$ cat src/rtl/comp_seq.sv
// Sequential magnitude comparator: walks A vs B one CHUNK at a time, MSB chunk first,
// with a start/busy/done handshake and registered one-hot result flags.
module comp_seq #(
  parameter int WIDTH      = 16,
  parameter int CHUNK      = 4,
  parameter bit EARLY_EXIT = 1'b1
) (
  input  logic             clk,
  input  logic             rst_n,
  input  logic             start,
  input  logic             signed_mode,
  input  logic             abort,
  input  logic [WIDTH-1:0] A,
  input  logic [WIDTH-1:0] B,
  output logic             busy,
  output logic             done,
  output logic             A_gt_B,
  output logic             A_lt_B,
  output logic             A_eq_B
);

  localparam int NCHUNK = WIDTH / CHUNK;
  localparam int KW     = (NCHUNK > 1) ? $clog2(NCHUNK) : 1;

  localparam logic [0:0] IDLE = 1'b0;
  localparam logic [0:0] RUN  = 1'b1;

  logic [0:0]       state;
  logic [WIDTH-1:0] op_a;
  logic [WIDTH-1:0] op_b;
  logic [KW-1:0]    k;
  logic             decided;
  logic             rec_gt;

  logic [WIDTH-1:0] sh_a;
  logic [WIDTH-1:0] sh_b;
  logic [CHUNK-1:0] chunk_a;
  logic [CHUNK-1:0] chunk_b;
  logic             differ;
  logic             chunk_gt;
  logic             final_step;
  logic             res_gt;
  logic             res_lt;
  logic             res_eq;
  logic [WIDTH-1:0] msb_flip;

  // Flipping the sign bit of both operands maps two's-complement order onto unsigned order.
  assign msb_flip = {signed_mode, {(WIDTH-1){1'b0}}};

  always_comb begin
    sh_a       = op_a >> (k * CHUNK);
    sh_b       = op_b >> (k * CHUNK);
    chunk_a    = sh_a[CHUNK-1:0];
    chunk_b    = sh_b[CHUNK-1:0];
    differ     = (chunk_a != chunk_b);
    chunk_gt   = (chunk_a > chunk_b);
    final_step = (k == '0) || (EARLY_EXIT && differ);
    // Once a higher chunk has decided, lower chunks cannot change the outcome.
    res_gt     = decided ? rec_gt  : (differ && chunk_gt);
    res_lt     = decided ? !rec_gt : (differ && !chunk_gt);
    res_eq     = !decided && !differ;
  end

  assign busy = (state == RUN);

  always_ff @(posedge clk or negedge rst_n) begin
    if (!rst_n) begin
      state   <= IDLE;
      op_a    <= '0;
      op_b    <= '0;
      k       <= '0;
      decided <= 1'b0;
      rec_gt  <= 1'b0;
      done    <= 1'b0;
      A_gt_B  <= 1'b0;
      A_lt_B  <= 1'b0;
      A_eq_B  <= 1'b0;
    end else begin
      done <= 1'b0;
      if (state == IDLE) begin
        if (start) begin
          op_a    <= A ^ msb_flip;
          op_b    <= B ^ msb_flip;
          k       <= KW'(NCHUNK - 1);
          decided <= 1'b0;
          state   <= RUN;
        end
      end else if (abort) begin
        state <= IDLE;
      end else if (final_step) begin
        A_gt_B <= res_gt;
        A_lt_B <= res_lt;
        A_eq_B <= res_eq;
        done   <= 1'b1;
        state  <= IDLE;
      end else begin
        k <= k - 1'b1;
        if (differ && !decided) begin
          decided <= 1'b1;
          rec_gt  <= chunk_gt;
        end
      end
    end
  end

endmodule

$ cat config.mk
export PLATFORM = sky130hd
export DESIGN_NAME = comp_seq
export DESIGN_NICKNAME = d
export VERILOG_FILES = /design/src/rtl/comp_seq.sv
export SDC_FILE = /design/constraint.sdc
export NUM_CORES = 1
export LEC_CHECK = 0
export BUFFER_PORTS_ARGS = -buffer_cell sky130_fd_sc_hd__buf_4
export CAP_MARGIN = 15
export CORE_MARGIN = 2
export CORE_UTILIZATION = 29
export CTS_CLUSTER_DIAMETER = 30
export DETAILED_ROUTE_END_ITERATION = 7
export HOLD_SLACK_MARGIN = 0.05
export RECOVER_POWER = 100
export SLEW_MARGIN = 20
export SYNTH_ARGS = -nofsm -noshare
export SYNTH_HDL_FRONTEND = slang
export SYNTH_SLANG_ARGS = --single-unit
$ cat constraint.sdc
create_clock -name clk -period 3.1 [get_ports clk]
set_clock_uncertainty 0.05 [all_clocks]
set_input_delay 0.155 -clock clk [delete_from_list [all_inputs] [get_ports clk]]
set_output_delay 0.155 -clock clk [all_outputs]
set_load 0.1 [all_outputs]
-- After elaboration in Yosys (flattened, before gate mapping)
Index checks and enable logic that the tools add are counted.
- bits in registers: 41
- add/sub/neg operators: 1
- $lt $le $gt $ge: 1
- equal/unequal tests: 4
- shifts and indexed selects: 2
- muxes and demuxes: 18
- bitwise logic cells: 5
- reductions and logical operators: 16
- operators by type and width (kind ; count):
    $shr 16x4->4 ; 2
    $xor 16x16->16 ; 2
    $mux 1 ; 14
    $mux 2 ; 4
    $reduce_and 4->1 ; 2
    $reduce_and 3->1 ; 2
    $gt 4x4->1 ; 1
    $logic_and 1x1->1 ; 4
    $logic_not 1->1 ; 4
    $ne 2x2->1 const B ; 2
    $ne 4x4->1 ; 1
    $not 1->1 ; 3
    $logic_not 2->1 ; 1
    $ne 2x1->1 const B ; 1
    $reduce_and 2->1 ; 1
    $reduce_bool 2->1 ; 1
    $sub 2x1->2 const B ; 1
    $logic_or 1x1->1 ; 1

-- Longest topological paths before layout
- word-level depth: 7
- depth in mapped cells: 8
- mapped depth without buffers: 7

-- Least setup slack after synthesis
Ideal clock, no wire load.
- kind: register -> register
- start point: reg k[0]
- end point: reg A_lt_B
- setup time: 126 ps
- arrival: 2052 ps
- setup slack: 872 ps
- cell stages (with the launch flop): 8
- path buffers: 1
- period minus slack after synthesis: 2228 ps
- cell sequence: dfrtp_1 -> buf_4 -> mux4_2 -> ha_1 -> nand4_4 -> o21ai_4 -> inv_2 -> mux2_4
- cells in the longest elaborated chain, start to end: 5
- elaborated cells between the ends (all ways): 10
- RTL lines (element ; line ; source):
    from (decl) ; 31 ; logic [KW-1:0] k;
    from (signal assigned) ; 84 ; k <= KW'(NCHUNK - 1);
    from (signal assigned) ; 97 ; k <= k - 1'b1;
    $shr 16x4->4, on equally long branches ; 51, 52 ;
    $gt 4x4->1 ; 56 ; chunk_gt = (chunk_a > chunk_b);
    $logic_not 1->1 ; 60 ; res_lt = decided ? !rec_gt : (differ && !chunk_gt);
    $logic_and 1x1->1 ; 60 ;
    $mux 1 ; 60 ;
    to (signal assigned) ; 92 ; A_lt_B <= res_lt;
    to (decl) ; 18 ; output logic A_lt_B,
Several ways; a longest one is shown, not always the timed one.
A chain may end at the register's enable or synchronous reset.

-- Worst setup path after layout
Ends and elaborated chain as after synthesis.

==> impl_metrics.yaml <==
global_route:
  grt_pass1_wl_um: 6400
  grtUsageTotal_pct: 11.2
  grt_max_degree: 42
  gr-total-overflow: 0
  antenna_found_initial: 0
  grt_pass1_vias: 1413
finish:
  mostFrequentLayoutCell: "dfrtp_1"
  drive_above_1_share_pct: 42.1
  post-route-util_pct: 41.6
  final_cell_mix: "41 x dfrtp_1, 35 x buf_4, 31 x dlygate4sd3_1"
  n_antenna_cell: 0
  reg_top3: "op_a (16), op_b (16), k (2)"
  nFillCells: 589
  nNetsFinal: 244
  syn2layout_area_growth_pct: 38.4
detailed_routing:
  ant_nets: 0
  dr.pass1.iters: 2
  vias: 1253
  first_iter_violations: 36
  drc: 0
  wl_per_cell_um: 12.8
  wl_um: 3570
  via_per_inst: 4.49
setup_path:
  setup.worst_path.class: "reg2reg"
  slowest_stage: "dfrtp_1"
  worst-path-buf-inv: 1
  crit_path_end_kind: "register"
  crit_chain: "mux4_2, ha_1, nand4_1, o21ai_4, inv_1, mux2_4"
  critPathMaxStageDelay_ns: 0.71
  start_kind: "register"
  crit_family: "multiplexers"
  critPathRequiredTime_ns: 3.22
  crit_fanout: 11
  worstPathArrival_ns: 2.77
placement:
  portBuffers: 41
  place_ws_ns: 0.538
  place.gp.congestion: 0.708
  hpwl_um: 2440
run_status:
  violations: "capacitance limit, slew limit"
  status: "finished with violations"
clock_network:
  clockRootBuffer: "clkbuf_8"
  cts-buffers-inserted: 5
  post_cts_buffers: 0
  cts_buffer_depth: 2
  clk_latency_ns: 0.29
  cts_max_level: 2
  path_clk_slew_ns: 0.07
  post_cts_resized: 0
  cts_sinks: 41
  cts_tree: "built"
power:
  peakVddDrop_mv: 0.286
  p_leak_nw: 1.18
  powerDensity_mw_per_mm2: 631
  power_mw: 1.67
die:
  num_rows: 29
  die_w_um: 85.1
  start_util_pct: 30.0
  die_h_um: 85.1
  io_pins: 42
  core_mm2: 0.00635
  die_area_mm2: 0.00724
timing:
  tightest_slew_ns: 2.17
  finalSetupViolCount: 0
  setup_tns_ns: 0
  fmax_mhz: 378
  min_period_over_period_pct: 85.4
  worst_slack_ns: 0.454
  slew_headroom_pct: -44.7
  period_needed_ns: 2.65
  rsz0062_at_grt: "no"
  final_max_slew_viol_count: 79
  finalHoldViolations: 0
synth:
  ys_types: 26
  synth.net_count: 172
  ys_warn_count: 0
  yosys_register_bits: 41
  netlist_area_mm2: 0.00191
  avgSynthCellArea_um2: 14.7
  seq_area_frac_synth_pct: 53.8
  synthCells: 130
hold_path:
  hp-class: "in2reg"
run:
  cap_violations: 2
path summary, 6_finish.rpt:
check	start	end	slack [ns]	depth (start not counted)
setup / recovery	k[0]	A_lt_B	0.45	6
hold / removal	B[15]	op_b[15]	0.11	3
setup reg to reg	k[0]	A_lt_B	0.45	6
hold reg to reg	rec_gt	rec_gt	0.32	0
max in group asynchronous	rst_n	k[1]	0.77	2
min in group asynchronous	rst_n	op_b[9]	0.99	2
area by class of cell:
class | count | area (um2) | area share (%)
clock buffer | 5 | 68.8 | 2.61
clock inverter | 2 | 35.0 | 1.33
inverter | 7 | 26.3 | 0.996
multi-input combinational | 75 | 791 | 30.0
sequential | 41 | 1030 | 38.9
tap | 77 | 96.3 | 3.65
timing repair buffer | 72 | 596 | 22.6
kinds of logic (layout without fill, tap and decap cells):
kind of cell / Yosys count / after routing / share of synthesized area, %
compound gates: 11 / 11 / 4.00
simple gates: 18 / 18 / 6.36
xor+xnor: 2 / 2 / 0.919
flops: 41 / 41 / 53.8
buf+inv: 14 / 86 / 3.67
fa+ha+maj: 5 / 5 / 3.28
mux: 39 / 39 / 28.0
through the flow:
stage | cell area, um2 | instances | hold WS [ns]
3_5_place_dp | 2270 | 241 | 0.122
5_1_grt | 2640 | 279 | 0.113
2_1_floorplan | 1910 | 130 | -0.191
4_1_cts | 2690 | 279 | 0.0964
3_3_place_gp | 2270 | 241 | 0.119
6_report | 2640 | 279 | 0.112
per-layer routing:
layer,part of all wire (%),GRT usage (%),routed length [um]
met5,0,0,0
met4,1.6,4.33,58
met3,4.4,3.21,158
met2,50,18.5,1780
met1,44,13.7,1570
power by group:
| part | internal [mW] | switching, mW | total, mW |
|---|---|---|---|
| combinational | 0.250 | 0.299 | 0.548 |
| sequential | 0.642 | 0.0664 | 0.708 |
| clock | 0.234 | 0.175 | 0.409 |
| total | 1.13 | 0.540 | 1.67 |
synth_stat cells:
cell type   n  area, um2
xnor2_1     2       17.5
mux2_4      1       15.0
o21ai_4     1       16.3
nand2b_1    2       12.5
o31ai_1     2       15.0
nor3b_2     1       12.5
inv_1       6       22.5
nor2_1      4       15.0
a21oi_1     3       15.0
inv_2       1       3.75
buf_4       4       30.0
o21a_1      2       15.0
mux4_2      8        180
o21ai_0     3       15.0
clkbuf_1    1       3.75
dfrtp_1    41       1030
buf_2       2       10.0
or2_4       1       8.76
ha_1        5       62.6
nor3_1      1       5.00
nand2_1     4       15.0
mux2_2     30        338
nand4_4     1       21.3
nor2b_4     1       13.8
nor2b_1     2       12.5
nand3_1     1       5.00
what timing repair did:
| action | CTS | global route |
|---|---|---|
| hold endpoints to repair | 71 | 0 |
| setup endpoints to repair | 0 | 0 |
| hold buffers | 31 | 0 |
worst register-to-register path: cells and delay by family (launching register included):
| family | cells | cell delay (ns) |
|---|---|---|
| mux | 2 | 0.88 |
| buf+inv | 1 | 0.09 |
| fa+ha+maj | 1 | 0.32 |
| flops | 1 | 0.71 |
| compound gates | 1 | 0.25 |
| simple gates | 1 | 0.25 |
No activity file was read; power rests on OpenSTA's default activity.
